<file path="src/rtl/shift_issue_ctrl_if.sv">
// Request/result handshake bundle for the shift issue stage.
// The master drives ops in and takes results out; the slave is the issue controller.
interface shift_issue_ctrl_if #(
  parameter int WIDTH = 32,
  parameter int SHW   = 5,
  parameter int TAG_W = 4
);
  logic             in_valid;
  logic             in_ready;
  logic [1:0]       in_op;
  logic [WIDTH-1:0] in_a;
  logic [SHW-1:0]   in_b;
  logic [TAG_W-1:0] in_tag;
  logic             out_valid;
  logic             out_ready;
  logic [WIDTH-1:0] out_data;
  logic [TAG_W-1:0] out_tag;

  modport master (
    output in_valid, in_op, in_a, in_b, in_tag, out_ready,
    input  in_ready, out_valid, out_data, out_tag
  );

  modport slave (
    input  in_valid, in_op, in_a, in_b, in_tag, out_ready,
    output in_ready, out_valid, out_data, out_tag
  );
endinterface

</file>
<file path="src/rtl/shift_issue_ctrl.sv">
// Issue/retire stage around a fixed-latency barrel shifter: registers operands,
// tracks tags alongside the shifter pipe and retires results into an in-order FIFO.
module shift_issue_ctrl #(
  parameter int WIDTH     = 32,
  parameter int SHW       = 5,
  parameter int TAG_W     = 4,
  parameter int RES_DEPTH = 4,
  parameter int SH_LAT    = 1
) (
  input  logic              clk,
  input  logic              rst,
  shift_issue_ctrl_if.slave bus,
  output logic [WIDTH-1:0]  sh_x,
  output logic [SHW-1:0]    sh_s,
  output logic              sh_left,
  output logic              sh_log,
  input  logic [WIDTH-1:0]  sh_z,
  output logic              busy
);

  localparam int PTR_W = (RES_DEPTH > 1) ? $clog2(RES_DEPTH) : 1;
  localparam int CNT_W = $clog2(RES_DEPTH + 1);
  localparam int OCC_W = $clog2(RES_DEPTH + SH_LAT + 2);

  logic             accept;
  logic             iss_vld_reg;
  logic [TAG_W-1:0] iss_tag_reg;
  logic [WIDTH-1:0] sh_x_reg;
  logic [SHW-1:0]   sh_s_reg;
  logic             sh_left_reg;
  logic             sh_log_reg;

  logic [SH_LAT-1:0] pipe_vld_reg;
  logic [TAG_W-1:0]  pipe_tag_reg [SH_LAT];
  logic [SH_LAT-1:0] pipe_src_vld;
  logic [TAG_W-1:0]  pipe_src_tag [SH_LAT];

  logic [WIDTH-1:0] data_mem [RES_DEPTH];
  logic [TAG_W-1:0] tag_mem  [RES_DEPTH];
  logic [PTR_W-1:0] wr_ptr_reg, rd_ptr_reg;
  logic [CNT_W-1:0] count_reg, count_next;
  logic             push, pop, fifo_nonempty;
  logic [TAG_W-1:0] push_tag;
  logic [OCC_W-1:0] occupancy;

  function automatic logic [PTR_W-1:0] ptr_inc(input logic [PTR_W-1:0] p);
    return (p == PTR_W'(RES_DEPTH - 1)) ? '0 : p + 1'b1;
  endfunction

  assign accept = bus.in_valid && bus.in_ready;

  // Operand register: holds its payload between ops, only the valid bit drops.
  always_ff @(posedge clk or posedge rst) begin
    if (rst) begin
      iss_vld_reg <= 1'b0;
      iss_tag_reg <= '0;
      sh_x_reg    <= '0;
      sh_s_reg    <= '0;
      sh_left_reg <= 1'b0;
      sh_log_reg  <= 1'b0;
    end else begin
      iss_vld_reg <= accept;
      if (accept) begin
        iss_tag_reg <= bus.in_tag;
        sh_x_reg    <= bus.in_a;
        sh_s_reg    <= bus.in_b;
        sh_left_reg <= bus.in_op[1];
        sh_log_reg  <= bus.in_op[1] ^ bus.in_op[0];
      end
    end
  end

  assign sh_x    = sh_x_reg;
  assign sh_s    = sh_s_reg;
  assign sh_left = sh_left_reg;
  assign sh_log  = sh_log_reg;

  // Tag pipe mirrors the shifter latency so its last stage lines up with sh_z.
  generate
    for (genvar gi = 0; gi < SH_LAT; gi++) begin : g_pipe_src
      if (gi == 0) begin : g_first
        assign pipe_src_vld[gi] = iss_vld_reg;
        assign pipe_src_tag[gi] = iss_tag_reg;
      end else begin : g_rest
        assign pipe_src_vld[gi] = pipe_vld_reg[gi-1];
        assign pipe_src_tag[gi] = pipe_tag_reg[gi-1];
      end
    end
  endgenerate

  always_ff @(posedge clk or posedge rst) begin
    if (rst) begin
      pipe_vld_reg <= '0;
      for (int i = 0; i < SH_LAT; i++) pipe_tag_reg[i] <= '0;
    end else begin
      pipe_vld_reg <= pipe_src_vld;
      for (int i = 0; i < SH_LAT; i++) pipe_tag_reg[i] <= pipe_src_tag[i];
    end
  end

  assign push          = pipe_vld_reg[SH_LAT-1];
  assign push_tag      = pipe_tag_reg[SH_LAT-1];
  assign fifo_nonempty = (count_reg != '0);
  assign pop           = fifo_nonempty && bus.out_ready;

  always_ff @(posedge clk) begin
    if (push) begin
      data_mem[wr_ptr_reg] <= sh_z;
      tag_mem[wr_ptr_reg]  <= push_tag;
    end
  end

  always_comb begin
    count_next = count_reg;
    case ({push, pop})
      2'b10:   count_next = count_reg + 1'b1;
      2'b01:   count_next = count_reg - 1'b1;
      default: count_next = count_reg;
    endcase
  end

  always_ff @(posedge clk or posedge rst) begin
    if (rst) begin
      wr_ptr_reg <= '0;
      rd_ptr_reg <= '0;
      count_reg  <= '0;
    end else begin
      if (push) wr_ptr_reg <= ptr_inc(wr_ptr_reg);
      if (pop)  rd_ptr_reg <= ptr_inc(rd_ptr_reg);
      count_reg <= count_next;
    end
  end

  // Every op past the input port owns a FIFO slot, so the shifter never needs to stall.
  always_comb begin
    occupancy = OCC_W'(count_reg) + OCC_W'(iss_vld_reg);
    for (int i = 0; i < SH_LAT; i++) occupancy = occupancy + OCC_W'(pipe_vld_reg[i]);
  end

  assign bus.in_ready  = (occupancy < OCC_W'(RES_DEPTH));
  assign bus.out_valid = fifo_nonempty;
  assign bus.out_data  = fifo_nonempty ? data_mem[rd_ptr_reg] : '0;
  assign bus.out_tag   = fifo_nonempty ? tag_mem[rd_ptr_reg]  : '0;
  assign busy          = iss_vld_reg | (|pipe_vld_reg) | fifo_nonempty;

  always @(posedge clk) begin
    if (!rst && push) assert (count_reg != CNT_W'(RES_DEPTH));
  end

endmodule

</file>
<file path="src/flat_wrapper.sv">
// flat-port wrapper written by rule: the top's interface ports become plain ports
module shift_issue_ctrl_flat 
#(
  parameter int WIDTH     = 32,
  parameter int SHW       = 5,
  parameter int TAG_W     = 4,
  parameter int RES_DEPTH = 4,
  parameter int SH_LAT    = 1
)
  (clk, rst, sh_x, sh_s, sh_left, sh_log, sh_z, busy, bus_in_valid, bus_in_op, bus_in_a, bus_in_b, bus_in_tag, bus_out_ready, bus_in_ready, bus_out_valid, bus_out_data, bus_out_tag);
  shift_issue_ctrl_if #(.WIDTH(WIDTH), .SHW(SHW), .TAG_W(TAG_W)) bus_i ();
  input  logic clk;
  input  logic rst;
  output logic [WIDTH-1:0] sh_x;
  output logic [SHW-1:0] sh_s;
  output logic sh_left;
  output logic sh_log;
  input  logic [WIDTH-1:0] sh_z;
  output logic busy;
  input wire logic [$bits(bus_i.in_valid)-1:0] bus_in_valid;
  input wire logic [$bits(bus_i.in_op)-1:0] bus_in_op;
  input wire logic [$bits(bus_i.in_a)-1:0] bus_in_a;
  input wire logic [$bits(bus_i.in_b)-1:0] bus_in_b;
  input wire logic [$bits(bus_i.in_tag)-1:0] bus_in_tag;
  input wire logic [$bits(bus_i.out_ready)-1:0] bus_out_ready;
  output wire logic [$bits(bus_i.in_ready)-1:0] bus_in_ready;
  output wire logic [$bits(bus_i.out_valid)-1:0] bus_out_valid;
  output wire logic [$bits(bus_i.out_data)-1:0] bus_out_data;
  output wire logic [$bits(bus_i.out_tag)-1:0] bus_out_tag;
  assign bus_i.in_valid = bus_in_valid;
  assign bus_i.in_op = bus_in_op;
  assign bus_i.in_a = bus_in_a;
  assign bus_i.in_b = bus_in_b;
  assign bus_i.in_tag = bus_in_tag;
  assign bus_i.out_ready = bus_out_ready;
  assign bus_in_ready = bus_i.in_ready;
  assign bus_out_valid = bus_i.out_valid;
  assign bus_out_data = bus_i.out_data;
  assign bus_out_tag = bus_i.out_tag;
  shift_issue_ctrl #(.WIDTH(WIDTH), .SHW(SHW), .TAG_W(TAG_W), .RES_DEPTH(RES_DEPTH), .SH_LAT(SH_LAT)) u_core (.clk(clk), .rst(rst), .bus(bus_i), .sh_x(sh_x), .sh_s(sh_s), .sh_left(sh_left), .sh_log(sh_log), .sh_z(sh_z), .busy(busy));
endmodule
</file>
<file path="config.mk">
export PLATFORM = sky130hd
export DESIGN_NAME = shift_issue_ctrl_flat
export DESIGN_NICKNAME = d
export VERILOG_FILES = /design/src/rtl/shift_issue_ctrl_if.sv /design/src/rtl/shift_issue_ctrl.sv /design/src/flat_wrapper.sv
export SDC_FILE = /design/constraint.sdc
export NUM_CORES = 1
export LEC_CHECK = 0
export BUFFER_PORTS_ARGS = -buffer_cell sky130_fd_sc_hd__buf_2
export CAP_MARGIN = 0
export CORE_ASPECT_RATIO = 1.1
export CORE_MARGIN = 2
export CORE_UTILIZATION = 35
export CTS_CLUSTER_SIZE = 16
export DETAILED_ROUTE_END_ITERATION = 12
export GPL_ROUTABILITY_DRIVEN = 0
export SETUP_SLACK_MARGIN = 0.2
export SYNTH_ARGS = -nofsm -noshare
export SYNTH_HDL_FRONTEND = slang
export SYNTH_SLANG_ARGS = --single-unit
</file>
<file path="constraint.sdc">
create_clock -name clk -period 2.9 [get_ports clk]
set_clock_uncertainty 0.1 [all_clocks]
set_input_delay 0.435 -clock clk [delete_from_list [all_inputs] [get_ports clk]]
set_output_delay 0.435 -clock clk [all_outputs]
set_load 0.01 [all_outputs]
</file>
# --- Word level (Yosys, flattened, before mapping) ---
# Memories as Yosys holds them, arrays and structs flattened.
# Cells that the tools add are included.
word_totals:
  wordCells: 38
  n_memories: 2
  out_inout_bits: 78
  romBits: 0
  mem_bits_rw: 144
  latchBits: 0
  register_bits: 56
  inputBits: 79
op_classes:
  n_addsub: 6
  n_shift: 0
  div: 0
  n_mux: 7
  eq_ne: 4
  reduce_logical: 4
  multipliers: 0
  order_cmp: 1
  bitwise: 3
mem_list:
  columns: ["name", "words", "word_bits", "read_ports", "rd_ports_with_merged_regs", "write_ports", "line_no", "source"]
  rows:
  - ["u_core.data_mem", 4, 32, 1, 0, 1, "shift_issue_ctrl.sv:38", "logic [WIDTH-1:0] data_mem [RES_DEPTH];"]
  - ["u_core.tag_mem", 4, 4, 1, 0, 1, "shift_issue_ctrl.sv:39", "logic [TAG_W-1:0] tag_mem [RES_DEPTH];"]
op_table:
  columns: ["op", "count"]
  rows:
  - ["$mux W32", 1]
  - ["$add A3 B1 Y3", 2]
  - ["$eq A2 B2 Y1 const B", 3]
  - ["$pmux W3 S2", 1]
  - ["$add A2 B1 Y2 const B", 2]
  - ["$mux W2", 2]
  - ["$mux W4", 1]
  - ["$add A3 B1 Y3 const B", 1]
  - ["$lt A3 B3 Y1 const B", 1]
  - ["$reduce_bool A3 Y1", 1]
  - ["$sub A3 B1 Y3 const B", 1]
  - ["$eq A2 B1 Y1 const B", 1]
  - ["$logic_and A1 B1 Y1", 2]
  - ["$mux W1", 2]
  - ["$or A1 B1 Y1", 2]
  - ["$reduce_bool A2 Y1", 1]
  - ["$xor A1 B1 Y1", 1]

# --- Depth between registers and ports, before layout ---
# Gate-level depths: netlist of the first run.
depth:
  word_depth: 4
  ltp_mapped: 8
  mapped_depth_nobuf: 8

# --- Worst setup path after synthesis of the first run ---
# No wires, ideal clock.
synth_path:
  kind: "register to output"
  startpoint: "register u_core.rd_ptr_reg[0]"
  endpoint: "output port bus_out_data[13]"
  required_time_ps: 2365
  n_path_buf: 2
  arrival_time_ps: 1464
  slack_ps: 901
  stages_incl_launch_ff: 5
  path_cell_list: "dfrtp_1 -> buf_4 -> buf_4 -> mux4_2 -> and2_1"
synth_via:
  elab_chain_len: 2
synth_lines:
  columns: ["element", "line_no", "source"]
  rows:
  - ["from (decl)", "shift_issue_ctrl.sv:40", "logic [PTR_W-1:0] wr_ptr_reg, rd_ptr_reg;"]
  - ["from (signal assigned)", "shift_issue_ctrl.sv:129", "if (pop) rd_ptr_reg <= ptr_inc(rd_ptr_reg);"]
  - ["$mem_v2 Z4 W32", null, null]
  - ["$mux W32", "shift_issue_ctrl.sv:142", "assign bus.out_data = fifo_nonempty ? data_mem[rd_ptr_reg] : '0;"]
  - ["to (decl)", "flat_wrapper.sv:28", "output wire logic [$bits(bus_i.out_data)-1:0] bus_out_data;"]
# No other way between the ends.

# --- Final worst setup path of the first run ---
layout_path:
  startpoint: "register u_core.rd_ptr_reg[0]"
  endpoint: "output port bus_out_data[26]"
# The elaborated chain is that of the path after synthesis.

==> results of run 1 <==
[cells in the mapped netlist (all sizes together)]
library cell / number / area, um2
a21bo: 1 / 10.0
nand2: 1 / 3.75
nand2b: 1 / 6.26
xnor2: 1 / 8.76
buf: 11 / 87.6
xor2: 3 / 26.3
fa: 1 / 20.0
or3: 3 / 18.8
inv: 8 / 30.0
mux2: 45 / 507
o22a: 1 / 8.76
o221ai: 1 / 26.3
a21oi: 1 / 5.00
mux4: 36 / 811
nor2: 2 / 7.51
ha: 7 / 87.6
mux2i: 1 / 10.0
edfxtp: 144 / 4320
o21ai: 2 / 10.0
and2: 41 / 257
clkbuf: 5 / 18.8
dfrtp: 56 / 1400
and3: 1 / 6.26
[timing repair]
item / 4_1_cts / 5_1_grt
resized for setup: 1 / 0
hold buffers: 0 / 0
setup endpoints to repair: 16 / 16
buffers inserted: 0 / 7
cloned: 0 / 0
[per-stage QoR]
step | std cells | area, um2 | hold WS [ps] | power [mW] | worst slack, ps
2_1_floorplan | 373 | 7690 | 250 | 6.45 | 901
3_3_place_gp | 817 | 8880 | 263 | 7.68 | 616
3_5_place_dp | 817 | 8880 | 263 | 7.77 | 592
4_1_cts | 849 | 9490 | 69.5 | 10.2 | 226
5_1_grt | 856 | 9550 | 84.4 | 10.7 | 261
6_report | 856 | 9550 | 43.2 | 10.1 | 375
[layout make-up]
cell class | instances | area [um2] | area share, %
flip-flops and latches | 200 | 5730 | 60.0
well taps | 290 | 363 | 3.80
multi-input cells | 149 | 1830 | 19.2
clock buffers | 17 | 425 | 4.46
clock inverters | 15 | 188 | 1.97
repair buffers | 177 | 976 | 10.2
inverters | 8 | 30.0 | 0.315
[worst min path at each step]
stage,startpoint,end
after CTS,rst,u_core.sh_x[28]
after global placement,u_core.iss_tag_reg[3],u_core.pipe_tag_reg[3]
final,rst,u_core.sh_s[2]
after floorplan,u_core.iss_tag_reg[0],u_core.pipe_tag_reg[0]
after global routing,bus_in_b[0],u_core.sh_s[0]
after detailed placement,u_core.iss_tag_reg[3],u_core.pipe_tag_reg[3]
[report_power, final]
group	leakage, nW	internal (mW)	switching, mW
registers	1.97	3.89	0.321
clock network	0.301	1.31	1.08
logic	1.41	1.75	1.72
total	3.67	6.95	3.12
[cells by family (layout without fill, tap and decap cells)]
family | count (synthesis) | after routing | share of synthesized area, %
DFF | 200 | 200 | 74.4
muxes | 82 | 82 | 17.3
and+or+nand+nor | 49 | 49 | 3.89
buffers and inverters | 24 | 217 | 1.77
adders and majority gates | 8 | 8 | 1.40
AOI/OAI and AO/OA | 6 | 6 | 0.781
xor gates and xnor gates | 4 | 4 | 0.456
[metal layers]
layer / track usage, % / vias up
met1: 16.2 / 1999
met4: 3.61 / 0
met3: 4.76 / 7
met2: 22.3 / 140
met5: 0 / -
li1: - / 1798
[critical path, delay by kind of cell, from the launching register on]
kind,cells,cell delay [ps]
muxes,1,520
DFF,1,500
buffers and inverters,2,380
and+or+nand+nor,1,170
==> results.md, run 1 <==
- Setup TNS: 0 ps
- Slew @ Worst Pin: 760 ps
- Worst path required time: 2370 ps
- Gr ovfl total: 0
- Nets: 640
- Clock-pin slew on the worst setup and hold paths: about 80 ps
- Peak supply drop: 434 uV
- Worst reg2reg path endpoint: u_core.sh_s[4]
- Core area: about 0.021 mm2
- Pin count of the biggest net entering global routing: 39
- Num CTS Buffers: 17
- Met2 Routed Length: ~7.1 mm
- FF-to-FF path depth: 5
- Leakage: approximately 3.7 nW
- Commonest non-fill, non-tap cell in the layout: buf_2
- Commonest cells after routing, fill and taps aside: buf_2, edfxtp_1, dfrtp_1, mux2_1, and2_1
- Slew headroom: around half
- Hold crit path type: primary input to asynchronous set/reset pin
- Mapped cell area: between 0.007 and 0.008 mm2
- WL/cell: 17.1 um
- FF+latch count, synth: 200
- Detailed Routing Iterations Pass 1: 4
- GR Util All Layers: 13.3%
- First-pass GRT wire length: ~24 mm
- Final period util: between 80% and 90%
- Critical Path Sink: bus_out_data[26]
- Distinct cells, synth: 26
- Initial antenna violation count: 0
- Met3 wire len: 1.01 mm
- Final Setup Violations: 0
- Power Density: roughly 1100 mW/mm2
- Antenna Cells: 0
- Reg2reg start: u_core.pipe_vld_reg
- Clk Latency, worst-skew pair: ~420 ps
- Detailed Route Iter0 Violations: around 150
- Highest Signal Layer: met4
- Critical Path AT: slightly below 2000 ps
- Antenna viol nets, final: 0
- Sequential area share after synthesis: approximately 74%
- F_max: a little under 400 MHz
- Final Max Slew Viols: 0
- MaxCap Viol Count: 0
- Final hold violation count: 0
- Area grow syn2layout: 24.1%
- IO buf count: 156
- Setup slack, reg-to-reg: 640 ps
- # H-tree levels: 4
- Die height: about 160 um
- DP Wirelength: 9.53 mm
- Syn Area/Cell: around 21 um2
- Met1 wire length: 6.40 mm
- CP Max Fanout: 10
- Gate count after technology mapping: about 370
- Syn nets: between 400 and 500
- Number of remaining DRC errors: 0
- I/O pin count: approximately 160
- Setup crit start kind: flop
- Fin util: roughly 45%
- # fillers: 1927
- Worst Setup SP: u_core.rd_ptr_reg[0]
- CTS Buffer Depth: 2
- Post-route minimum period: between 2000 and 3000 ps
- WS Path Type: flop to primary output
- CTS tree: done
- RSZ-0062 raised after global routing: no
- # rows: 56
- Initial Utilization: a little over a third
- YS warnings: 0
- CP Capture Type: primary output
- Status: complete, no violations
- Ratio of cells with drive above 1 in the final layout: between 40 and 50%
- Number of flip-flops under the largest register name: about 130
- Root Driver: clkbuf_16
- Die Area: 0.0232 mm2
- Drt via density: approximately 4.6
- Die W: 145 um
- Sinks on Clock Net: 200
- CP max-delay cell: mux4_2
- Vias: 3944
- CP Cell Sequence: buf_4 -> mux4_2 -> and2_1 -> buf_2
- Largest stage delay, worst path: 520 ps
- Final wirelength: about 15 mm
- Vias in the first global route: 4453
Power figures use the tool's default switching activity.
==> inputs of run 2 (changes only) <==
Settings changed: CORE_MARGIN 2 to 4, CTS_CLUSTER_SIZE 16 to 24.
==> results.md, run 2 (synthesized netlist as in run 1, its figures left out) <==
- Status: complete, no violations
- Drt via density: 4.64 (+0.62%)
- Vias in the first global route: 4480 (+0.61%)
- # H-tree levels: 4 (unchanged)
- RSZ-0062 raised after global routing: no
- Setup TNS: 0 ps (unchanged)
- Pin count of the biggest net entering global routing: 45 (+15%)
- CP Capture Type: primary output
- Antenna Cells: 0 (unchanged)
- Final wirelength: 15.0 mm (+2.4%)
- Hold EP: u_core.sh_x[10]
- CTS Buffer Depth: 2 (unchanged)
- Post-route minimum period: 2570 ps (+48.2 ps)
- Fin util: 44.5% (-0.047 points)
- # rows: 56 (unchanged)
- Power Density: 1060 mW/mm2 (+0.68%)
- Final Setup Violations: 0 (unchanged)
- Setup slack, reg-to-reg: 550 ps (-90 ps)
- First-pass GRT wire length: 24.0 mm (+1.5%)
- Commonest cells after routing, fill and taps aside: buf_2, edfxtp_1, dfrtp_1, mux2_1, and2_1
- CTS tree: done
- Worst reg2reg path endpoint: u_core.count_reg[2]
- Hold Path Cell Cnt: 2
- WL/cell: 17.7 um (+3.6%)
- DP Wirelength: 9.83 mm (+3.2%)
- I/O pin count: 157 (unchanged)
- WS Path Type: flop to primary output
- Die Area: 0.0244 mm2 (+5.3%)
- Slew headroom: 58.5% (+9.2 points)
- Critical Path AT: 2040 ps (+50 ps)
- Min-delay src: bus_in_a[10]
- Worst path required time: 2370 ps (about the same)
- MaxCap Viol Count: 0 (unchanged)
- GR Util All Layers: 12.9% (-0.37 points)
- IO buf count: 156 (unchanged)
- Clk Latency, worst-skew pair: 430 ps (about the same)
- Reg2reg start: u_core.count_reg[2]
- Clock-pin slew on the worst setup and hold paths: 80 ps (about the same)
- Number of remaining DRC errors: 0 (unchanged)
- CP Max Fanout: 32 (+22)
- Num CTS Buffers: 17 (unchanged)
- Sinks on Clock Net: 200 (unchanged)
- Detailed Route Iter0 Violations: 137 (-9.3%)
- FF-to-FF path depth: 8 (+3)
- Peak supply drop: 418 uV (-3.7%)
- Initial antenna violation count: 0 (unchanged)
- # fillers: 1910 (-0.88%)
- Area grow syn2layout: 24.0%
- F_max: 389 MHz (-1.9%)
- Initial Utilization: 35.9% (unchanged)
- Ratio of cells with drive above 1 in the final layout: 44.8% (-1.2 points)
- Commonest non-fill, non-tap cell in the layout: buf_2
- Slew @ Worst Pin: 622 ps (-138 ps)
- Final Max Slew Viols: 0 (unchanged)
- Number of flip-flops under the largest register name: 128 (unchanged)
- Vias: 3922 (-0.56%)
- Core area: 0.0214 mm2 (unchanged)
- Hold crit path type: primary input to flop
- Leakage: 3.64 nW (-0.84%)
- Gr ovfl total: 0 (unchanged)
- Nets: 630 (-1.6%)
- Detailed Routing Iterations Pass 1: 4 (unchanged)
- Final hold violation count: 0 (unchanged)
- Die height: 163 um (+2.5%)
- Setup crit start kind: flop
- Root Driver: clkbuf_16
- Final period util: 88.7% (+1.7 points)
- Die W: 149 um (+2.8%)
- Antenna viol nets, final: 0 (unchanged)
==> run 2: changes by cell type in the layout (fill, tap and decap cells not counted), sizes merged <==
cell,previous run,this run
buf,177,166
clkinv,7,3
inv,14,17
clkinvlp,0,1
dlygate4sd3,0,1
==> run 2: layout make-up <==
cell class / count / area, um2 / area share [%]
Inverter: 8 / 30.0 / 0.315
Multi-Input combinational cell: 149 / 1830 / 19.2
Timing Repair Buffer: 167 / 953 / 10.0
Clock inverter: 15 / 200 / 2.10
Tap cell: 290 / 363 / 3.80
Sequential cell: 200 / 5730 / 60.1
Clock buffer: 17 / 425 / 4.46
==> run 2: report_power, final <==
| part | internal [mW] | switching, mW | leakage, nW |
|---|---|---|---|
| clock network | 1.33 | 1.13 | 0.304 |
| logic | 1.73 | 1.68 | 1.37 |
| registers | 3.89 | 0.377 | 1.97 |
| total | 6.94 | 3.19 | 3.64 |
==> run 2: worst max path at each step <==
| stage | from | end | slack [ps] |
|---|---|---|---|
| global route | u_core.count_reg[1] | bus_out_data[8] | 210 |
| detailed placement | u_core.rd_ptr_reg[0] | bus_out_data[26] | 410 |
| global placement | u_core.rd_ptr_reg[0] | bus_out_data[1] | 440 |
| CTS | u_core.count_reg[2] | bus_out_data[25] | 250 |
| finish | u_core.count_reg[2] | bus_out_data[17] | 330 |
| floorplan | u_core.rd_ptr_reg[0] | bus_out_data[13] | 900 |
==> run 2: per-stage QoR <==
step                instance area [um2]  hold WS, ps  worst slack (ps)  cells  power, mW
CTS                                9540         91.9               252    846       10.3
detailed placement                 8880          263               411    812       7.80
finish                             9540          111               327    846       10.1
global placement                   8880          260               436    812       7.68
floorplan                          7690          250               901    373       6.45
global route                       9540         94.7               209    846       10.8
==> run 2: timing repair <==
item                       in CTS  in global routing
hold endpoints to repair       25                  0
hold buffers                    1                  0
setup endpoints to repair      25                  0
gates resized for setup         1                  0
setup buffers                   1                  0
==> run 2: critical path, stage by stage (launching register included) <==
cell	delay, ps
dfrtp_1	410
or3_1	550
buf_4	310
and2_1	190
buf_2	140
==> run 2: routing by layer <==
layer,vias to the layer above,part of all wire [%],global-route usage [%]
met4,0,0.99,3.62
met3,13,7.2,4.61
met2,128,50,21.8
met1,1999,42,15.6
li1,1782,-,-
met5,-,0,0
